[config.mk]
export PLATFORM = sky130hd
export DESIGN_NAME = mini_fir_core
export DESIGN_NICKNAME = d
export VERILOG_FILES = /design/src/rtl/mini_fir_core.sv
export SDC_FILE = /design/constraint.sdc
export NUM_CORES = 2
export LEC_CHECK = 0
export CAP_MARGIN = 10
export CORE_ASPECT_RATIO = 0.7
export CORE_MARGIN = 2
export CORE_UTILIZATION = 40
export DETAILED_ROUTE_END_ITERATION = 6
export HOLD_SLACK_MARGIN = 0.05
export PLACE_DENSITY = 0.55
export SYNTH_ARGS = -nofsm -noshare
export SYNTH_HDL_FRONTEND = slang
export SYNTH_SLANG_ARGS = --single-unit
[constraint.sdc]
create_clock -name clk -period 12.85 [get_ports clk]
set_input_delay 2.57 -clock clk [delete_from_list [all_inputs] [get_ports clk]]
set_output_delay 2.57 -clock clk [all_outputs]
set_load 0.005 [all_outputs]
[src/rtl/mini_fir_core.sv]
// 7-tap streaming direct-form FIR with an 8-bit signed datapath.
// Three pipeline stages: delay line, registered products, then sum/shift/saturate.
module mini_fir_core #(
  parameter int DATA_W = 8,
  parameter int COEF_W = 8,
  parameter int STAGES = 3
) (
  input  logic              clk,
  input  logic              rst_n,
  input  logic [7:0]        i_fir_ctrl,
  input  logic [COEF_W-1:0] i_coeff_00,
  input  logic [COEF_W-1:0] i_coeff_01,
  input  logic [COEF_W-1:0] i_coeff_02,
  input  logic [COEF_W-1:0] i_coeff_03,
  input  logic [COEF_W-1:0] i_coeff_04,
  input  logic [COEF_W-1:0] i_coeff_05,
  input  logic [COEF_W-1:0] i_coeff_06,
  input  logic              i_valid,
  input  logic [DATA_W-1:0] i_data,
  output logic              o_valid,
  output logic [DATA_W-1:0] o_data,
  output logic              o_sat
);

  localparam int TAPS   = 7;
  localparam int PROD_W = DATA_W + COEF_W;
  // Three guard bits are enough for seven full-scale products.
  localparam int SUM_W  = PROD_W + 3;
  localparam logic signed [SUM_W-1:0] SAT_MAX = SUM_W'(2**(DATA_W-1) - 1);
  localparam logic signed [SUM_W-1:0] SAT_MIN = SUM_W'(-(2**(DATA_W-1)));

  logic                     enable;
  logic                     clear;
  logic [2:0]               shift_p2;
  logic                     unused_ctrl;
  logic                     accept;
  logic signed [COEF_W-1:0] coef [TAPS];

  logic signed [DATA_W-1:0] taps_p0 [TAPS];
  logic                     vld_p0;
  logic signed [PROD_W-1:0] prod_p1 [TAPS];
  logic                     vld_p1;
  logic signed [SUM_W-1:0]  sum_p1;
  logic signed [SUM_W-1:0]  shifted_p1;
  logic [DATA_W:0]          sat_res_p1;

  function automatic logic [DATA_W:0] saturate(input logic signed [SUM_W-1:0] v);
    if (v > SAT_MAX)
      return {1'b1, SAT_MAX[DATA_W-1:0]};
    else if (v < SAT_MIN)
      return {1'b1, SAT_MIN[DATA_W-1:0]};
    else
      return {1'b0, v[DATA_W-1:0]};
  endfunction

  assign enable      = i_fir_ctrl[0];
  assign clear       = i_fir_ctrl[1];
  assign shift_p2    = i_fir_ctrl[4:2];
  assign unused_ctrl = ^i_fir_ctrl[7:5];
  assign accept      = i_valid & enable & ~clear;

  assign coef[0] = i_coeff_00;
  assign coef[1] = i_coeff_01;
  assign coef[2] = i_coeff_02;
  assign coef[3] = i_coeff_03;
  assign coef[4] = i_coeff_04;
  assign coef[5] = i_coeff_05;
  assign coef[6] = i_coeff_06;

  // Stage 0: delay line; clear wins over a simultaneous sample
  always_ff @(posedge clk or negedge rst_n) begin
    if (!rst_n) begin
      vld_p0 <= 1'b0;
      for (int k = 0; k < TAPS; k++) taps_p0[k] <= '0;
    end else begin
      vld_p0 <= accept;
      if (clear) begin
        for (int k = 0; k < TAPS; k++) taps_p0[k] <= '0;
      end else if (accept) begin
        taps_p0[0] <= i_data;
        for (int k = 1; k < TAPS; k++) taps_p0[k] <= taps_p0[k-1];
      end
    end
  end

  // Stage 1: registered products against the coefficients present now
  always_ff @(posedge clk or negedge rst_n) begin
    if (!rst_n) begin
      vld_p1 <= 1'b0;
      for (int k = 0; k < TAPS; k++) prod_p1[k] <= '0;
    end else begin
      vld_p1 <= vld_p0;
      if (vld_p0) begin
        for (int k = 0; k < TAPS; k++)
          prod_p1[k] <= PROD_W'(taps_p0[k]) * PROD_W'(coef[k]);
      end
    end
  end

  always_comb begin
    sum_p1 = '0;
    for (int k = 0; k < TAPS; k++) sum_p1 = sum_p1 + SUM_W'(prod_p1[k]);
    shifted_p1 = sum_p1 >>> shift_p2;
    sat_res_p1 = saturate(shifted_p1);
  end

  // Stage 2: output register, holds its value between valid outputs
  always_ff @(posedge clk or negedge rst_n) begin
    if (!rst_n) begin
      o_valid <= 1'b0;
      o_data  <= '0;
      o_sat   <= 1'b0;
    end else begin
      o_valid <= vld_p1;
      if (vld_p1) begin
        o_sat  <= sat_res_p1[DATA_W];
        o_data <= sat_res_p1[DATA_W-1:0];
      end
    end
  end

endmodule

==> impl_metrics.yaml <==
run_status:
  status: "complete, no violations"
sta:
  finalCritPeriodShare_pct: 57.9
  fin_crit_ps: 7440
  slew_headroom_pct: 29.2
  finalMaxSlewViolations: 0
  clock.fmax_mhz: 134
  final-hold-violation-count: 0
  fin_ws_ps: 5410
  rsz0062_at_grt: "no"
  setup_viol: 0
  fin_tns_setup_ps: 0
  fin_skew_ps: 14.8
  worst_slew_pin_slew_ps: 1050
global_routing:
  track_usage_pct: 19.0
  grt_max_degree: 75
  grt_pass1_vias: 20000
  grt_pass1_wl_mm: 107
  grt_antenna_before_repair: 0
  grt_overflow: 0
critical_path:
  timing.rr.end: "o_data[6]$_DFFE_PN0P_"
  crit_slowest_cell: "clkdlybuf4s50_1"
  critPathMaxStageDelay_ps: 600
  critPathRequiredTime_ps: 13150
  worstSetupEndpointType: "register"
  cp.arrival_ps: 7750
  path_class: "in -> reg"
  path_cells: "clkdlybuf4s50_1 -> and2_1 -> fa_1 -> inv_1 -> fa_1 -> inv_1 -> fa_1 -> inv_1 -> fa_1 -> inv_1 -> ha_1 -> o21ai_0 -> a21boi_0 -> o21ai_0 -> a21boi_0 -> o21ai_0 -> a21boi_0 -> o21ai_0 -> nand4b_1 -> o311ai_0"
  start_kind: "input pin"
  reg2reg_depth: 18
  r2r_setup_slack_ps: 6780
  worstPathMaxFanout: 8
  rr_startpoint: "prod_p1[49]$_DFFE_PN0P_"
worst_hold_path:
  hold_path_class: "reg -> reg"
  hold_path_depth: 1
  holdPathEnd: "prod_p1[88]$_DFFE_PN0P_"
  min-delay-start: "prod_p1[88]$_DFFE_PN0P_"
route:
  num_vias: 18600
  postRouteAntennaNets: 0
  wl_per_cell_um: 16.7
  route.detailed.drc: 0
  drt-total-wl_mm: 62.3
  via_per_inst: 4.98
  drtIter0Drc: 1263
  drt-pass1-iter-count: 5
clock_network:
  cts.sinks: 180
  path_clk_slew_ps: 90
  ctsResizeCount: 0
  clock-root-buffer: "clkbuf_16"
  cts_tree: "built"
  worst_skew_pair.late_latency_ps: 470
  htree_levels: 4
  postCtsSetupRepairBufs: 0
  clock_path_buffers: 2
  cts-hold-fix-buffers: 0
  numCtsBuffers: 17
synth:
  yosys-top-cells-area: "fa_1, dfrtp_1, ha_1, inv_1, and2_1"
  yosysSeqAreaShare_pct: 16.5
  yosys_warnings: 0
  synth-edff-count: 0
  yosysTopAreaCell: "fa_1"
  synth_flop_cell: "dfrtp_1"
  netlist_area_sq_um: 27300
  post-synth-top-area-fraction_pct: 34.2
  syn_inst: 2808
  synth.distinct_cells: 78
  synthArstFlopShare_pct: 100
  synth.avg_cell_area_sq_um: 9.72
  synth-seq-cells: 180
  syn_nets: 3573
floorplan:
  die_area_sq_um: 70400
  core_area_sq_um: 67900
  die_h_um: 223
  start_util_pct: 40.2
  die_w_um: 316
  rows: 80
  num_io_pins: 85
finish:
  finalNetCount: 3574
  layout-drive-gt1-share_pct: 4.54
  synthToLayoutAreaGrowth_pct: 7.83
  diodes: 0
flow_run:
  maxCapViolCount: 0
pwr:
  peakVddDrop_mv: 0.532
  leakage_nw: 14.0
  powerDensity_nw_per_um2: 223
  p_total_mw: 6.57
placement:
  place_congestion: 0.840
  place_ws_ps: 4960
  port-buffer-count: 81
  dp.final_hpwl_mm: 51.2
==> through the flow <==
stage               hold slack [ps]  cells  instance area [sq um]  util, %
CTS                             522   3724                  29400     43.4
global placement                500   3692                  28800     42.4
global route                    550   3724                  29400     43.4
finish                          518   3724                  29400     43.4
detailed placement              501   3692                  28800     42.4
floorplan                       383   2808                  27300        -
==> cells by family after synthesis <==
| family | after synthesis | synth area share [%] |
|---|---|---|
| flip-flops | 180 | 16.5 |
| buffers and inverters | 723 | 10.4 |
| XOR/XNOR | 106 | 3.51 |
| AO/OA/AOI/OAI | 359 | 9.44 |
| AND/OR/NAND/NOR | 685 | 13.0 |
| adder cells (fa/ha/maj) | 690 | 44.5 |
| multiplexers | 65 | 2.68 |
==> cells in the final DEF (no fill, tap or decap), types with 9 or more instances in the layout <==
cell type,Yosys,routed
xnor2_1,98,98
o21a_1,14,14
clkdlybuf4s50_1,0,80
mux2_2,44,44
fa_1,467,467
dfrtp_1,180,179
a21oi_1,56,55
and2_1,257,257
ha_1,223,223
a21boi_0,29,29
o41ai_1,9,9
nand2b_1,57,57
nand3_1,14,14
o21ai_0,82,82
inv_1,614,614
mux2i_1,19,19
nand2_1,201,201
nor2b_1,10,10
nor3_1,30,30
a211oi_1,13,13
a22o_1,56,56
a21o_1,22,22
clkbuf_16,0,17
o311ai_0,9,9
nor2_1,84,83
==> flip-flops by register name, indices dropped and copies added, names as in the netlist <==
name     cells
prod_p1    112
taps_p0     56
o_data       8
o_sat        1
o_valid      1
vld_p0       1
vld_p1       1
==> final cells by class <==
type / count / area [sq um]
Clock inverter: 15 / 201
Sequential cell: 180 / 4510
Fill cell: 6591 / 38400
Timing Repair Buffer: 89 / 875
Tap cell: 902 / 1130
Multi-Input combinational cell: 1905 / 20000
Inverter: 616 / 2310
Clock buffer: 17 / 425
==> how the worst max path moves through the flow <==
stage | start | endpoint | depth (start not counted)
6_report | i_coeff_04[0] | prod_p1[46]$_DFFE_PN0P_ | 20
5_1_grt | i_coeff_01[0] | prod_p1[94]$_DFFE_PN0P_ | 19
4_1_cts | i_coeff_04[0] | prod_p1[46]$_DFFE_PN0P_ | 20
3_5_place_dp | i_coeff_04[0] | prod_p1[46]$_DFFE_PN0P_ | 20
3_3_place_gp | i_coeff_04[0] | prod_p1[46]$_DFFE_PN0P_ | 20
2_1_floorplan | i_coeff_03[1] | prod_p1[63]$_DFFE_PN0P_ | 19
==> power breakdown <==
| part | switching (mW) | internal, mW |
|---|---|---|
| Combinational | 3.28 | 2.03 |
| Sequential | 0.0753 | 0.633 |
| Clock | 0.290 | 0.268 |
==> per-layer routing <==
layer	wire [um]	vias to the layer above	track usage (%)
li1	-	8715	-
met2	26800	313	27.8
met4	336	0	2.22
met3	2390	27	2.80
met1	32700	9506	30.2
met5	0	-	0
==> critical path, delay by kind of cell <==
kind | cells | cell delay (ps)
adder cells (fa/ha/maj) | 5 | 2300
AO/OA/AOI/OAI | 8 | 1670
buffers and inverters | 5 | 800
AND/OR/NAND/NOR | 2 | 390
==> synthesized netlist by cell type, types with 8 or more instances <==
cell and number:
fa_1 467, nor2b_1 10, a211oi_1 13, a22o_1 56, o21a_1 14, o31ai_1 8
o41ai_1 9, nand2b_1 57, a21boi_0 29, nor2_1 84, xnor2_1 98, clkbuf_1 85
ha_1 223, and2_1 257, dfrtp_1 180, o21ai_0 82, a21o_1 22, inv_1 614
mux2_2 44, nand2_1 201, a21oi_1 56, nand3_1 14, o31a_1 8, nor3_1 30
o311ai_0 9, mux2i_1 19
No activity file was read; power rests on OpenSTA's default activity.
